`src/rtl/cpu15_pkg.sv`:
```
// Shared definitions for the cpu15 decode stage: opcode map, default field widths,
// decoded-entry layout and the opcode classifier.
package cpu15_pkg;

  localparam int unsigned DEF_OPC_W  = 4;
  localparam int unsigned DEF_REG_W  = 3;
  localparam int unsigned DEF_DATA_W = 8;

  localparam logic [3:0] OP_MOV = 4'h0;
  localparam logic [3:0] OP_ADD = 4'h1;
  localparam logic [3:0] OP_SUB = 4'h2;
  localparam logic [3:0] OP_AND = 4'h3;
  localparam logic [3:0] OP_OR  = 4'h4;
  localparam logic [3:0] OP_SL  = 4'h5;
  localparam logic [3:0] OP_SR  = 4'h6;
  localparam logic [3:0] OP_SRA = 4'h7;
  localparam logic [3:0] OP_LDL = 4'h8;
  localparam logic [3:0] OP_LDH = 4'h9;
  localparam logic [3:0] OP_CMP = 4'hA;
  localparam logic [3:0] OP_JE  = 4'hB;
  localparam logic [3:0] OP_JMP = 4'hC;
  localparam logic [3:0] OP_LD  = 4'hD;
  localparam logic [3:0] OP_ST  = 4'hE;
  localparam logic [3:0] OP_HLT = 4'hF;

  typedef struct packed {
    logic is_alu;
    logic is_ldi;
    logic is_mem;
    logic is_branch;
    logic is_halt;
  } dec_flags_t;

  typedef struct packed {
    logic [DEF_OPC_W-1:0]  opcode;
    logic [DEF_REG_W-1:0]  reg_a;
    logic [DEF_REG_W-1:0]  reg_b;
    logic [DEF_DATA_W-1:0] data;
    dec_flags_t            flags;
  } dec_entry_t;

  // Opcode is zero-extended by the caller so that wide opcodes (>= 16) fall through
  // with no class set.
  function automatic dec_flags_t classify(input logic [31:0] opc);
    dec_flags_t f;
    f = '0;
    if (opc <= 32'(OP_SRA) || opc == 32'(OP_CMP)) begin
      f.is_alu = 1'b1;
    end else if (opc == 32'(OP_LDL) || opc == 32'(OP_LDH)) begin
      f.is_ldi = 1'b1;
    end else if (opc == 32'(OP_LD) || opc == 32'(OP_ST)) begin
      f.is_mem = 1'b1;
    end else if (opc == 32'(OP_JE) || opc == 32'(OP_JMP)) begin
      f.is_branch = 1'b1;
    end else if (opc == 32'(OP_HLT)) begin
      f.is_halt = 1'b1;
    end
    return f;
  endfunction

endpackage

```
`src/rtl/decode_fields.sv`:
```
// Combinational split of an instruction word into its fields plus class flags.
module decode_fields
  import cpu15_pkg::*;
#(
  parameter int unsigned OPC_W  = DEF_OPC_W,
  parameter int unsigned REG_W  = DEF_REG_W,
  parameter int unsigned DATA_W = DEF_DATA_W,
  localparam int unsigned INST_W = OPC_W + REG_W + DATA_W
) (
  input  logic [INST_W-1:0] word_i,
  output logic [OPC_W-1:0]  opcode_o,
  output logic [REG_W-1:0]  reg_a_o,
  output logic [REG_W-1:0]  reg_b_o,
  output logic [DATA_W-1:0] data_o,
  output dec_flags_t        flags_o
);

  // reg_b deliberately overlaps the top of the data field.
  always_comb begin
    opcode_o = word_i[INST_W-1 -: OPC_W];
    reg_a_o  = word_i[DATA_W+REG_W-1 -: REG_W];
    reg_b_o  = word_i[DATA_W-1 -: REG_W];
    data_o   = word_i[DATA_W-1:0];
    flags_o  = classify(32'(word_i[INST_W-1 -: OPC_W]));
  end

endmodule

```
`src/rtl/decode_pipe.sv`:
```
// cpu15 decode stage: valid/ready instruction decode with a two-entry skid buffer,
// branch flush, halt latch and accepted-instruction counter.
module decode_pipe
  import cpu15_pkg::*;
#(
  parameter int unsigned OPC_W  = DEF_OPC_W,
  parameter int unsigned REG_W  = DEF_REG_W,
  parameter int unsigned DATA_W = DEF_DATA_W,
  parameter int unsigned CNT_W  = 16,
  localparam int unsigned INST_W = OPC_W + REG_W + DATA_W
) (
  input  logic              CLK_DC,
  input  logic              RESET,
  input  logic              IN_VALID,
  output logic              IN_READY,
  input  logic [INST_W-1:0] PROM_OUT,
  input  logic              FLUSH,
  input  logic              RESUME,
  output logic              OUT_VALID,
  input  logic              OUT_READY,
  output logic [OPC_W-1:0]  OP_CODE,
  output logic [REG_W-1:0]  REG_A,
  output logic [REG_W-1:0]  REG_B,
  output logic [DATA_W-1:0] OP_DATA,
  output logic              IS_ALU,
  output logic              IS_LDI,
  output logic              IS_MEM,
  output logic              IS_BRANCH,
  output logic              IS_HALT,
  output logic              HALTED,
  output logic [CNT_W-1:0]  DEC_COUNT
);

  typedef struct packed {
    logic [OPC_W-1:0]  opcode;
    logic [REG_W-1:0]  reg_a;
    logic [REG_W-1:0]  reg_b;
    logic [DATA_W-1:0] data;
    dec_flags_t        flags;
  } entry_t;

  logic [OPC_W-1:0]  in_opcode;
  logic [REG_W-1:0]  in_reg_a;
  logic [REG_W-1:0]  in_reg_b;
  logic [DATA_W-1:0] in_data;
  dec_flags_t        in_flags;
  entry_t            in_ent;

  entry_t            main_q, main_d, skid_q, skid_d;
  logic              main_valid_q, main_valid_d;
  logic              skid_valid_q, skid_valid_d;
  logic              halt_pending_q, halt_pending_d;
  logic              halted_q, halted_d;
  logic [CNT_W-1:0]  cnt_q, cnt_d;
  logic              accept, consume;

  decode_fields #(
    .OPC_W  (OPC_W),
    .REG_W  (REG_W),
    .DATA_W (DATA_W)
  ) u_fields (
    .word_i   (PROM_OUT),
    .opcode_o (in_opcode),
    .reg_a_o  (in_reg_a),
    .reg_b_o  (in_reg_b),
    .data_o   (in_data),
    .flags_o  (in_flags)
  );

  assign in_ent = {in_opcode, in_reg_a, in_reg_b, in_data, in_flags};

  // Ready depends only on registered state plus FLUSH; OUT_READY never reaches it.
  assign IN_READY = !skid_valid_q && !halted_q && !halt_pending_q && !FLUSH;
  assign accept   = IN_VALID && IN_READY;
  assign consume  = main_valid_q && OUT_READY;

  always_comb begin
    main_d       = main_q;
    skid_d       = skid_q;
    main_valid_d = main_valid_q;
    skid_valid_d = skid_valid_q;
    if (FLUSH) begin
      main_valid_d = 1'b0;
      skid_valid_d = 1'b0;
    end else if (consume && skid_valid_q) begin
      // Skid full implies nothing was accepted this cycle.
      main_d       = skid_q;
      skid_valid_d = 1'b0;
    end else if (consume || !main_valid_q) begin
      main_valid_d = accept;
      if (accept) begin
        main_d = in_ent;
      end
    end else if (accept) begin
      skid_d       = in_ent;
      skid_valid_d = 1'b1;
    end
  end

  always_comb begin
    halted_d       = halted_q;
    halt_pending_d = halt_pending_q;
    if (RESUME) begin
      halted_d       = 1'b0;
      halt_pending_d = 1'b0;
    end else begin
      halted_d       = halted_q || halt_pending_q;
      halt_pending_d = accept && in_ent.flags.is_halt;
    end
    cnt_d = cnt_q + CNT_W'(accept);
  end

  always_ff @(posedge CLK_DC or posedge RESET) begin
    if (RESET) begin
      main_q         <= '0;
      skid_q         <= '0;
      main_valid_q   <= 1'b0;
      skid_valid_q   <= 1'b0;
      halt_pending_q <= 1'b0;
      halted_q       <= 1'b0;
      cnt_q          <= '0;
    end else begin
      main_q         <= main_d;
      skid_q         <= skid_d;
      main_valid_q   <= main_valid_d;
      skid_valid_q   <= skid_valid_d;
      halt_pending_q <= halt_pending_d;
      halted_q       <= halted_d;
      cnt_q          <= cnt_d;
    end
  end

  assign OUT_VALID = main_valid_q;
  assign OP_CODE   = main_q.opcode;
  assign REG_A     = main_q.reg_a;
  assign REG_B     = main_q.reg_b;
  assign OP_DATA   = main_q.data;
  assign IS_ALU    = main_valid_q && main_q.flags.is_alu;
  assign IS_LDI    = main_valid_q && main_q.flags.is_ldi;
  assign IS_MEM    = main_valid_q && main_q.flags.is_mem;
  assign IS_BRANCH = main_valid_q && main_q.flags.is_branch;
  assign IS_HALT   = main_valid_q && main_q.flags.is_halt;
  assign HALTED    = halted_q;
  assign DEC_COUNT = cnt_q;

endmodule
```
`config.mk`:
```
export PLATFORM = sky130hd
export DESIGN_NAME = decode_pipe
export DESIGN_NICKNAME = d
export VERILOG_FILES = /design/src/rtl/cpu15_pkg.sv /design/src/rtl/decode_fields.sv /design/src/rtl/decode_pipe.sv
export SDC_FILE = /design/constraint.sdc
export NUM_CORES = 1
export LEC_CHECK = 0
export ABC_AREA = 1
export CAP_MARGIN = 10
export CORE_MARGIN = 2
export CORE_UTILIZATION = 51
export DETAILED_ROUTE_END_ITERATION = 12
export PLACE_DENSITY = 0.79
export SYNTH_ARGS = -nofsm -noshare
export SYNTH_HDL_FRONTEND = slang
export SYNTH_SLANG_ARGS = --single-unit
```
`constraint.sdc`:
```
create_clock -name CLK_DC -period 2.6 [get_ports CLK_DC]
set_input_delay 0.52 -clock CLK_DC [delete_from_list [all_inputs] [get_ports CLK_DC]]
set_output_delay 0.52 -clock CLK_DC [all_outputs]
set_load 0.005 [all_outputs]
```
# Yosys cells after proc, flatten, opt, wreduce, memory -nomap -nowiden
# Index checks and enable logic that the tools add are counted.
word_totals:
  reg_bits: 66
  inputBits: 21
  out_inout_bits: 42
  wordCells: 90
classes:
  add_sub_neg: 1
  order_cmp: 1
  n_eq_ne: 10
  mux: 21
  bitwise: 3
  n_reduce_logical: 31
ops:
  columns: ["operator", "n"]
  rows:
  - ["23-bit 2-to-1 mux", 3]
  - ["4-bit equality test, second input constant", 8]
  - ["16-bit by 1-bit adder with 16-bit output", 1]
  - ["1-bit 2-to-1 mux", 15]
  - ["1-bit logical AND", 12]
  - ["1-bit logical OR", 6]
  - ["2-bit nonzero test", 3]
  - ["1-bit logical NOT", 5]
  - ["4-bit by 3-bit <= comparator with 1-bit output, second input constant", 1]
  - ["4-bit 2-to-1 mux", 1]
  - ["2-bit AND reduction", 2]
  - ["4-bit AND reduction", 1]
  - ["3-bit 2-to-1 mux", 1]
  - ["3-bit inequality test, second input constant", 1]
  - ["1-bit inverter", 3]
  - ["3-bit AND reduction", 1]
  - ["3-bit nonzero test", 1]
  - ["2-bit 2-to-1 mux", 1]
  - ["2-bit inequality test, second input constant", 1]

# Logic depth before layout (Yosys ltp)
logic_depth:
  depth_word: 9
  depth_mapped: 10

# Cells and area by module
# Synthesis repeated with hierarchy kept, for this count alone.
hier_totals:
  hier_cells: 454
  area_unflattened_um2: 3545.9
by_module_without_submodules:
  columns: ["mod", "n_inst", "cells_per_inst", "area_each_um2"]
  rows:
  - ["decode_pipe", 1, 415, 3328.2]
  - ["decode_fields", 1, 39, 217.7]

# Worst setup path after synthesis
# Ideal clock, no wire load.
synth_timing:
  kind: "input-to-reg"
  startpoint: "in FLUSH"
  endpoint: "reg cnt_q[14], in the netlist DEC_COUNT[14]"
  setup_ns: 0.117
  arrival_time_ns: 1.805
  t_required_ns: 2.483
  setup_slack_ns: 0.679
  cell_stages: 10
  n_path_buf: 0
  path_cell_list: "nor2_2 > nand3_4 > inv_1 > ha_1 > ha_1 > nand3_1 > nor3_1 > nand2_1 > nand2_1 > nand2_1"
synth_between:
  elab_chain_cells: 4
synth_rtl:
  columns: ["element", "line", "source"]
  rows:
  - ["from (decl)", "decode_pipe.sv:17", "input logic FLUSH,"]
  - ["1-bit logical NOT", "decode_pipe.sv:73", "assign IN_READY = !skid_valid_q && !halted_q && !halt_pending_q && !FLUSH;"]
  - ["1-bit logical AND", "decode_pipe.sv:73", null]
  - ["1-bit logical AND", "decode_pipe.sv:74", "assign accept = IN_VALID && IN_READY;"]
  - ["16-bit by 1-bit adder with 16-bit output", "decode_pipe.sv:110", "cnt_d = cnt_q + CNT_W'(accept);"]
  - ["net cnt_d[14]", "decode_pipe.sv:54", "logic [CNT_W-1:0] cnt_q, cnt_d;"]
  - ["to (signal assigned)", "decode_pipe.sv:129", "cnt_q <= cnt_d;"]
  - ["to (decl)", "decode_pipe.sv:54", null]
# The timed path passes the listed nets, and every way through them passes these cells.
# A chain may end at the register's enable or synchronous reset.

# Worst setup path in the final report
layout_timing:
  startpoint: "in FLUSH"
  endpoint: "out IN_READY"
layout_between:
  elab_chain_cells: 2
layout_rtl:
  columns: ["element", "line", "source"]
  rows:
  - ["1-bit logical NOT", "decode_pipe.sv:73", null]
  - ["1-bit logical AND", "decode_pipe.sv:73", null]
  - ["to (decl)", "decode_pipe.sv:15", "output logic IN_READY,"]
# Every way passes these cells.

==> flow_metrics.tcl <==
set metrics [dict create \
    status "completed" \
    totalWireLength_um 6310 \
    yosys-top-cells-area "dfrtp_1 (49%), nand2_1 (16%), buf_4 (5.6%)" \
    cp_max_fo 3 \
    period_needed_ps 2290 \
    timing.slew.headroom 0.606 \
    max_freq_mhz 436 \
    hpwlAfterDp_um 4340 \
    p_per_area_mw_per_mm2 699 \
    final_cells 500 \
    fillerInstances 508 \
    clk_pin_slew_worst_paths_ps 60 \
    pin_count 63 \
    globalplace.congestion 0.795 \
    ctsHoldBuffers 0 \
    port-buffer-count 62 \
    hold_viol 0 \
    place_ws_ps 24.0 \
    grt_usage 0.217 \
    die-area_mm2 0.00666 \
    syn_inst 373 \
    hold_slack_ps 476 \
    layout_setup_ws_ps 307 \
    layout-drive-gt1-share 0.108 \
    grt_overflow 0 \
    rsz0062_at_grt "false" \
    critPathArrivalTime_ps 1770 \
    hold_class "flip-flop to flip-flop" \
    path_class "input pin to primary output" \
    area.growth.synth_to_final_pct 23.3 \
    die_h_um 81.6 \
    multi_input_comb_area_mm2 0.00116 \
    max-clock-path-buffers 2 \
    most-common-layout-cells "nand2_1 (134), clkdlybuf4s50_1 (62), dfrtp_1 (60)" \
    grt_pass1_vias 2550 \
    peakVddDrop_mv 0.413 \
    drcViolationCount 0 \
    yosys_warnings 0 \
    cts_tree "built" \
    dr.first_iter.drc_count 99 \
    cts_resized 0 \
    num_vias 2473 \
    synth_cell_types 27 \
    postCtsSetupBuffers 0 \
    setup_violations 0 \
    seqCellArea_mm2 0.00150 \
    synth-seq-cells 60 \
    layout_commonest_cell "nand2_1" \
    synth-seq-area-share 0.489 \
    final.setup_skew_ps 5.12 \
    clock_latency_ps 330 \
    cellLeakagePower_nw 1.90 \
    grt_max_degree 39 \
    core_mm2 0.00589 \
    grt_pass1_wl_um 11000 \
    rows 28 \
    synth_top_area_cell "dfrtp_1" \
    end_kind "primary output" \
    viasPerCell 4.95 \
    maxCapViolations 0 \
    final.period_utilization 0.882 \
    antenna_left 0 \
    setup.worst_path.start_class "input pin" \
    clockRootBuffer "clkbuf_8" \
    nNetsFinal 444 \
    synth.avg_cell_area_um2 8.24 \
    numCtsBuffers 9 \
    first_pass_iters 4 \
    worstPathRequired_ps 2080 \
    routedWlPerCell_um 12.6 \
    finalSetupTns_ps 0 \
    die_x_um 81.6 \
    htreeDepth 3 \
    drv_slew 0 \
    synth_top_area_frac 0.489 \
    antennaDiodeCount 0 \
    syn_nets 396 \
    start_util 0.522 \
    worst_pin_slew_ps 590 \
    dp_cells 485 \
    syn_area_mm2 0.00307 \
    clock-sinks 60 \
    antenna_found_initial 0 \
]
[Yosys cell counts]
cell type,n
buf_4,23
xor2_1,6
nor4_1,1
o211ai_1,1
nor2_2,1
dfrtp_1,60
nand4_1,8
o21ai_2,10
nor2_1,18
a21oi_2,1
xnor2_1,4
buf_2,2
o21ai_0,23
buf_6,4
nor2_4,2
nand2_2,10
o21ai_1,3
nand3b_1,2
buf_12,1
inv_2,2
nor3_1,2
nand2_1,134
nand3_1,11
clkbuf_1,1
inv_1,40
nand3_4,1
ha_1,2
[routing by layer]
layer	vias up	routed length, um	global-route usage
met5	-	0	0
met4	0	106	0.113
met3	10	353	0.0571
met2	56	3160	0.368
met1	1174	2690	0.252
li1	1233	-	-
[per-stage QoR]
stage	utilization	instance area, um^2	power, W
global placement	0.613	3610	0.00184
floorplan	-	3070	0.00159
CTS	0.644	3790	0.00268
detailed placement	0.613	3610	0.00186
global route	0.644	3790	0.00280
finish	0.644	3790	0.00265
[area by class of cell]
cell class,count,area share
sequential,60,0.396
multi-input combinational,240,0.307
timing repair buffer,68,0.182
inverter,42,0.0416
clock buffer,13,0.0393
tap,75,0.0248
clock inverter,2,0.00924
[power breakdown]
group          internal (W)  total (W)  switching [W]
sequential          0.00112    0.00125       0.000124
combinational      0.000329   0.000590       0.000261
clock              0.000463   0.000815       0.000352
total               0.00191    0.00265       0.000737
[critical path, cell delays in order]
cell	delay, ps
clkdlybuf4s50_1	460
nor2_2	170
nand2_1	80
inv_1	60
clkdlybuf4s50_1	490
[kinds of logic (layout without fill, tap and decap cells)]
family | count (synthesis) | after routing | synth area share
flip-flops | 60 | 60 | 0.489
buffers and inverters | 73 | 125 | 0.133
AND/OR/NAND/NOR | 190 | 190 | 0.265
adder cells (fa/ha/maj) | 2 | 2 | 0.00814
AO/OA/AOI/OAI | 38 | 38 | 0.0761
XOR/XNOR | 10 | 10 | 0.0285
[sequential cells by signal, indices dropped and copies added, names as in the netlist]
name	cells
OP_CODE	4
skid_q	20
OP_DATA	5
main_q	5
REG_B	3
HALTED	1
REG_A	3
skid_valid_q	1
halt_pending_q	1
OUT_VALID	1
DEC_COUNT	16
[final timing paths]
| kind | start | depth (start not counted) | endpoint | slack (ps) |
|---|---|---|---|---|
| min in group asynchronous | RESET | 2 | DEC_COUNT[2] | 560 |
| worst max register to register | skid_valid_q | 10 | DEC_COUNT[14] | 530 |
| worst min-delay path | REG_A[1] | 2 | REG_A[1] | 480 |
| worst max-delay path | FLUSH | 5 | IN_READY | 310 |
| max in group asynchronous | RESET | 3 | skid_q[14] | 1450 |
| worst min register to register | REG_A[1] | 2 | REG_A[1] | 480 |
(Power assumes the default switching activity.)
